**src/rtl/sumsq_pkg.sv**
```systemverilog
// Shared definitions for the windowed sum-of-squares accumulator.
//   sq_width()       : width of an unsigned square of a signed in_width-bit sample
//   SUMSQ_LAT        : sample-to-result latency in clock cycles
//   sumsq_width_ok() : true when a WIDTH-bit accumulator cannot overflow over 2^log_n squares
package sumsq_pkg;

    localparam int unsigned SUMSQ_LAT = 3;

    // The most negative input squares to 2^(2*in_width-2), so 2*in_width-1 bits suffice.
    function automatic int unsigned sq_width(input int unsigned in_width);
        return 2 * in_width - 1;
    endfunction

    function automatic bit sumsq_width_ok(input int unsigned width,
                                          input int unsigned in_width,
                                          input int unsigned log_n);
        return (width >= sq_width(in_width) + log_n);
    endfunction

endpackage

```
**src/rtl/sumsq_square.sv**
```systemverilog
// Registered signed squarer: stage 1 captures the sample, stage 2 holds its unsigned square.
// Ports:
//   clk, rst_n        : clock, synchronous active-low reset
//   clear             : drops in-flight samples (stage 1 -> 2 transfer); a sample presented
//                       with sink_valid in the same cycle is still captured into stage 1
//   sink, sink_valid  : signed input sample and its valid
//   sq, sq_valid      : unsigned square and its valid
module sumsq_square
    import sumsq_pkg::*;
#(
    parameter int unsigned IN_WIDTH = 24,
    localparam int unsigned SqW = sq_width(IN_WIDTH)
) (
    input  logic                       clk,
    input  logic                       rst_n,
    input  logic                       clear,
    input  logic signed [IN_WIDTH-1:0] sink,
    input  logic                       sink_valid,
    output logic        [SqW-1:0]      sq,
    output logic                       sq_valid
);

    logic signed [IN_WIDTH-1:0]   s1_data;
    logic                         s1_valid;
    logic signed [2*IN_WIDTH-1:0] prod;
    logic                         unused_prod_msb;

    assign prod = s1_data * s1_data;
    // A square is never negative and fits in SqW bits, so the top product bit is always zero.
    assign unused_prod_msb = prod[2*IN_WIDTH-1];

    always_ff @(posedge clk) begin
        if (!rst_n) begin
            s1_data  <= '0;
            s1_valid <= 1'b0;
            sq       <= '0;
            sq_valid <= 1'b0;
        end else begin
            s1_data  <= sink;
            s1_valid <= sink_valid;
            sq       <= prod[SqW-1:0];
            sq_valid <= s1_valid & ~clear;
        end
    end

endmodule

```
**src/rtl/sumsq_acc.sv**
```systemverilog
// Windowed sum-of-squares accumulator feeding the sqrt stage.
// Squares each valid signed sample and emits one result per 2^LOG_N accepted samples.
// Build option: define SUMSQ_MEAN_EN to emit the truncated mean square (sum >> LOG_N)
// instead of the raw sum; latency is the same in both builds.
// Ports:
//   clk, rst_n          : clock, synchronous active-low reset (priority over restart)
//   sink, sink_valid    : signed sample stream, accepted on every edge with sink_valid high
//   restart             : abandon the current window and start a new one
//   source              : window result (unsigned), held between updates
//   source_valid        : one-cycle pulse when source updates
module sumsq_acc
    import sumsq_pkg::*;
#(
    parameter int unsigned IN_WIDTH = 24,
    parameter int unsigned LOG_N    = 8,
    parameter int unsigned WIDTH    = 64
) (
    input  logic                       clk,
    input  logic                       rst_n,
    input  logic signed [IN_WIDTH-1:0] sink,
    input  logic                       sink_valid,
    input  logic                       restart,
    output logic        [WIDTH-1:0]    source,
    output logic                       source_valid
);

    localparam int unsigned SqW  = sq_width(IN_WIDTH);
    localparam int unsigned CntW = (LOG_N > 0) ? LOG_N : 1;
    localparam logic [CntW-1:0] CntLast = CntW'((32'd1 << LOG_N) - 32'd1);

    if (!sumsq_width_ok(WIDTH, IN_WIDTH, LOG_N)) begin : g_width_err
        $error("sumsq_acc: WIDTH must be at least SQ_WIDTH + LOG_N");
    end
    if (LOG_N > 16) begin : g_log_n_err
        $error("sumsq_acc: LOG_N must be in 0..16");
    end

    logic [SqW-1:0]   sq;
    logic             sq_valid;
    logic [WIDTH-1:0] acc;
    logic [WIDTH-1:0] sum;
    logic [WIDTH-1:0] result;
    logic [CntW-1:0]  cnt;
    logic             last;

    sumsq_square #(
        .IN_WIDTH (IN_WIDTH)
    ) u_square (
        .clk        (clk),
        .rst_n      (rst_n),
        .clear      (restart),
        .sink       (sink),
        .sink_valid (sink_valid),
        .sq         (sq),
        .sq_valid   (sq_valid)
    );

    assign sum  = acc + WIDTH'(sq);
    // With LOG_N = 0 cnt stays at 0, so every valid square closes its own window.
    assign last = sq_valid && (cnt == CntLast);

`ifdef SUMSQ_MEAN_EN
    assign result = sum >> LOG_N;
`else
    assign result = sum;
`endif

    always_ff @(posedge clk) begin
        if (!rst_n) begin
            acc          <= '0;
            cnt          <= '0;
            source       <= '0;
            source_valid <= 1'b0;
        end else begin
            source_valid <= 1'b0;
            // A final square already in stage 3 completes even when restart is asserted.
            if (last) begin
                source       <= result;
                source_valid <= 1'b1;
            end
            if (restart || last) begin
                acc <= '0;
                cnt <= '0;
            end else if (sq_valid) begin
                acc <= sum;
                cnt <= cnt + CntW'(1);
            end
        end
    end

endmodule
```
**config.mk**
```make
export PLATFORM = sky130hd
export DESIGN_NAME = sumsq_acc
export DESIGN_NICKNAME = d
export VERILOG_FILES = /design/src/rtl/sumsq_pkg.sv /design/src/rtl/sumsq_square.sv /design/src/rtl/sumsq_acc.sv
export SDC_FILE = /design/constraint.sdc
export NUM_CORES = 2
export LEC_CHECK = 0
export CORE_MARGIN = 3
export CORE_UTILIZATION = 50
export DETAILED_ROUTE_END_ITERATION = 10
export PLACE_DENSITY = 0.69
export SKIP_LAST_GASP = 1
export SLEW_MARGIN = 20
export SYNTH_ARGS = -nofsm -noshare
export SYNTH_HDL_FRONTEND = slang
export SYNTH_SLANG_ARGS = --single-unit
```
**constraint.sdc**
```tcl
create_clock -name clk -period 9.2 [get_ports clk]
set_input_delay 1.84 -clock clk [delete_from_list [all_inputs] [get_ports clk]]
set_output_delay 1.84 -clock clk [all_outputs]
set_load 0.01 [all_outputs]
```
* Yosys cells after proc, flatten, opt, wreduce, memory -nomap -nowiden
Cells that the tools add are included.
Widths: inputs -> output; s select.
** Operators by class
- Add/sub/neg operators :: 2
- $mul :: 1
- Equal/unequal tests :: 1
- Multiplexer cells :: 1
- Bitwise logic cells :: 3
- Reduce and logical (&&, ||, !) cells :: 3
** Operator list (number)
- $add 64x47->64 :: 1
- $mul 24x24->47 :: 1
- $add 8x1->8 const B :: 1
- $eq 8x8->1 const B :: 1
- $not 1->1 :: 2
- $reduce_or 2->1 :: 1
- $and 1x1->1 :: 1
- $logic_and 1x1->1 :: 1
- $logic_or 1x1->1 :: 1
- $mux 1 :: 1
** Word-level totals
- Register bits after elaboration :: 210
- Bits of input ports :: 28
- Output and inout port bits :: 65
- Word-level logic and storage cells :: 19

* Depth between registers and ports, before layout
- Word-level depth :: 4
- Depth in mapped cells :: 28
- Mapped depth without buffers :: 25

* Hierarchy
From an unflattened synthesis, not the netlist that was laid out.
** Second synthesis, totals
- Cells, all modules :: 3221
- Area, all modules :: 29042.9 um^2
** By module, submodules not included
- sumsq_square :: instances 1, cells an instance 2206, area an instance 20975.1 um^2, sequential area each 1441.4 um^2
- sumsq_acc :: instances 1, cells an instance 1015, area an instance 8067.7 um^2, sequential area each 2742.6 um^2

* Worst setup path after synthesis
Ideal clock, no wire load.
- Path kind :: reg2reg
- Start point :: register u_square.s1_data[20]
- End point :: register u_square.sq[42]
- Library setup time :: 128 ps
- Arrival time :: 6911 ps
- Data required time :: 9072 ps
- Setup slack :: 2161 ps
- Cell stages (with the launch flop) :: 27
- Path buffers :: 3
- Clock period less this slack :: 7039 ps
- Cells stage by stage :: dfxtp_1 -> clkbuf_1 -> buf_1 -> nand2_1 -> fa_1 -> inv_1 -> fa_1 -> fa_1 -> inv_1 -> fa_1 -> inv_1 -> fa_1 -> fa_1 -> inv_1 -> fa_1 -> inv_1 -> ha_1 -> clkbuf_1 -> nand3_1 -> or4_1 -> a211oi_1 -> o31ai_1 -> a31oi_1 -> o21ai_0 -> o21ai_0 -> xnor2_1 -> nor2_1
** Between the ends
- Cells in the longest elaborated chain, start to end :: 1
** Ends and longest elaborated chain
- start, declared :: line sumsq_square.sv:23 : logic signed [IN_WIDTH-1:0] s1_data;
- start signal, assigned :: line sumsq_square.sv:39 : s1_data <= sink;
- $mul 24x24->47 :: line sumsq_square.sv:28 : assign prod = s1_data * s1_data;
- end signal, assigned :: line sumsq_square.sv:41 : sq <= prod[SqW-1:0];
- end, declared :: line sumsq_square.sv:19 : output logic [SqW-1:0] sq,
No other way between the ends.
A chain may end at the register's enable or synchronous reset.

* Final worst setup path
- Start point :: register u_square.s1_data[2]
- End point :: register u_square.sq[42]
Same word-level chain as after synthesis.

==> run metrics <==
clk_skew 0.0174 ns; crit path capture type register; die width 247 um; Final Max Tran Viols 0; Synth Instances 3,202; max frequency 123 MHz; Yosys top cell area share 0.377; Post-Syn Nets 3,969; Post-CTS Hold Buffers 0; min-delay worst type reg2reg; 1st-iter DRT viols 1,244; Setup Viol. Count Final 0; Netlist Area Pre-Place 29,000 um^2; Detail Route Antenna Nets 0; clock slew at reported path FFs 0.06 ns; CTS sink cnt 209; routed len/inst 18.7 um; CTS Buf Count 25; I/O pin total 93; GPL Wtd Cong 0.926; Max-slew headroom 0.235; CP startpoint kind register; required time worst endpoint 9.62 ns; CTS root buffer clkbuf_16; Synth cell types 68; IR drop worst, VDD 0.207 mV; Core Footprint 56,800 um^2; First-pass DRT Iterations 6; Seq/Total Area, Yosys 0.144; yosys warns 0; fin nets 3,985; vias in the first global route 23,400; All-Layer GR Usage 0.254; crit path kind reg2reg; FFs w/ async S/R, synth 0; Final Power 7.09 mW; Fin Setup TNS 0 ns; H-tree levels 1; Vias 21,600; Setup WS pre-CTS 1.19 ns; Via density 5.41; gr ovfl total 0; top post-synthesis cells by area fa_1, dfxtp_1, inv_1, ha_1, nand2_1; setup bufs post-CTS 0; hold_ws 0.413 ns; CP Max Fanout 20; CP arrival 8.55 ns; Final WS setup 1.07 ns; Initial Utilization 0.510; Buffers on Ports 92; RSZ-0062 raised after global routing false; Area growth syn-to-layout 8.64%; Die ar. 60,800 um^2; R2R depth 22; Worst-Skew Late Latency 0.57 ns; max-cap violation count 0; Post-synth EDFFs 0; leakage power 15.5 nW; Tmin final 8.13 ns; CTS max path bufs 3; worst-margin pin slew 1.15 ns; Final Cycle Share 0.884; Detailed Place HPWL 60.6 mm; cts repair resizes 0; CTS tree done; drt drc 0; Core Rows 87; global-route wire length before repair 122 mm; status completed; Top FF cell, synth dfxtp_1; power density over cell area 225 nW/um^2; largest net degree at the start of global routing 80; initial antenna violation count 2; hold path depth 2; Routed Wire Length 74.8 mm; #FFs+latches synth 209; Fin. Hold Viols 0; Die Y 247 um; proportion of layout cells with a drive suffix above 1 0.0297; Mean Syn Cell Area 9.04 um^2; area leader, netlist fa_1
==> Yosys cell counts (all sizes together) (64+ instances only) <==
library cell / n
a21o: 69
a21oi: 121
xor2: 64
inv: 682
nor2: 184
and2: 141
nand2: 297
dfxtp: 209
ha: 193
fa: 546
clkbuf: 117
o21ai: 96
==> worst paths after layout <==
| path | from | endpoint | slack, ns |
|---|---|---|---|
| min reg2reg | u_square.s1_valid | u_square.sq_valid | 0.41 |
| max reg2reg | u_square.s1_data[2] | u_square.sq[42] | 1.07 |
| min | u_square.s1_valid | u_square.sq_valid | 0.41 |
| max | u_square.s1_data[2] | u_square.sq[42] | 1.07 |
==> cells in the final DEF, fill, tap and decap left out, drive strengths merged, types with 52 or more instances in the layout <==
cell type,instances
o21ai,96
xor2,64
inv,683
clkdlybuf4s50,91
a21oi,121
nand2,297
a21o,69
dfxtp,209
fa,546
and2,141
xnor2,59
mux2i,52
nor2,184
ha,193
==> cells by family after synthesis <==
group | synth area share
AO/OA/AOI/OAI | 0.0955
XOR/XNOR | 0.0372
adder cells (fa/ha/maj) | 0.461
buffers and inverters | 0.106
flip-flops | 0.144
multiplexers | 0.0180
AND/OR/NAND/NOR | 0.138
==> area by class of cell <==
class	count	area [um^2]
Fill cell	5160	25400
Multi-Input combinational cell	2177	21700
Sequential cell	209	4190
Inverter	683	2560
Timing Repair Buffer	122	1140
Tap cell	756	946
Clock buffer	35	733
Clock inverter	11	190
Antenna cell	1	2.50
==> power by group <==
group | leakage, nW | internal, mW | switching [mW]
Sequential | 1.70 | 1.01 | 0.0716
Combinational | 13.4 | 1.98 | 2.93
Clock | 0.448 | 0.674 | 0.426
==> flip-flops by register name, summed over array words and instances, names as in the netlist <==
signal             cells
acc                   64
source                64
u_square.sq           46
u_square.s1_data      24
cnt                    8
source_valid           1
u_square.s1_valid      1
u_square.sq_valid      1
==> through the flow <==
stage                     cells  instance area, um^2  utilization
final                      3994                31500        0.554
after CTS                  3993                31500        0.554
after detailed placement   3947                30500        0.537
after global routing       3993                31500        0.554
after global placement     3947                30500        0.537
after floorplan            3202                29000            -
==> critical path: stages (launching register included) <==
cell      delay [ns]
dfxtp_1         0.99
and2_1          0.31
fa_1            0.58
fa_1            0.70
inv_1           0.24
fa_1            0.56
inv_1           0.06
fa_1            0.49
fa_1            0.51
fa_1            0.49
inv_1           0.05
fa_1            0.49
inv_1           0.05
ha_1            0.39
nand4_1         0.19
or4_1           0.43
a211oi_1        0.21
o31ai_1         0.21
a31oi_1         0.38
o21ai_0         0.20
o21ai_0         0.23
xnor2_1         0.15
nor2_1          0.05
==> metal layers <==
layer	global-route usage	share of wire	vias to the layer above
li1	-	-	9993
met1	0.317	0.41	10900
met2	0.451	0.50	585
met3	0.0429	0.056	148
met4	0.0761	0.031	2
met5	0	0.00019	-
Note: power is estimated with default switching activity, not from simulation.
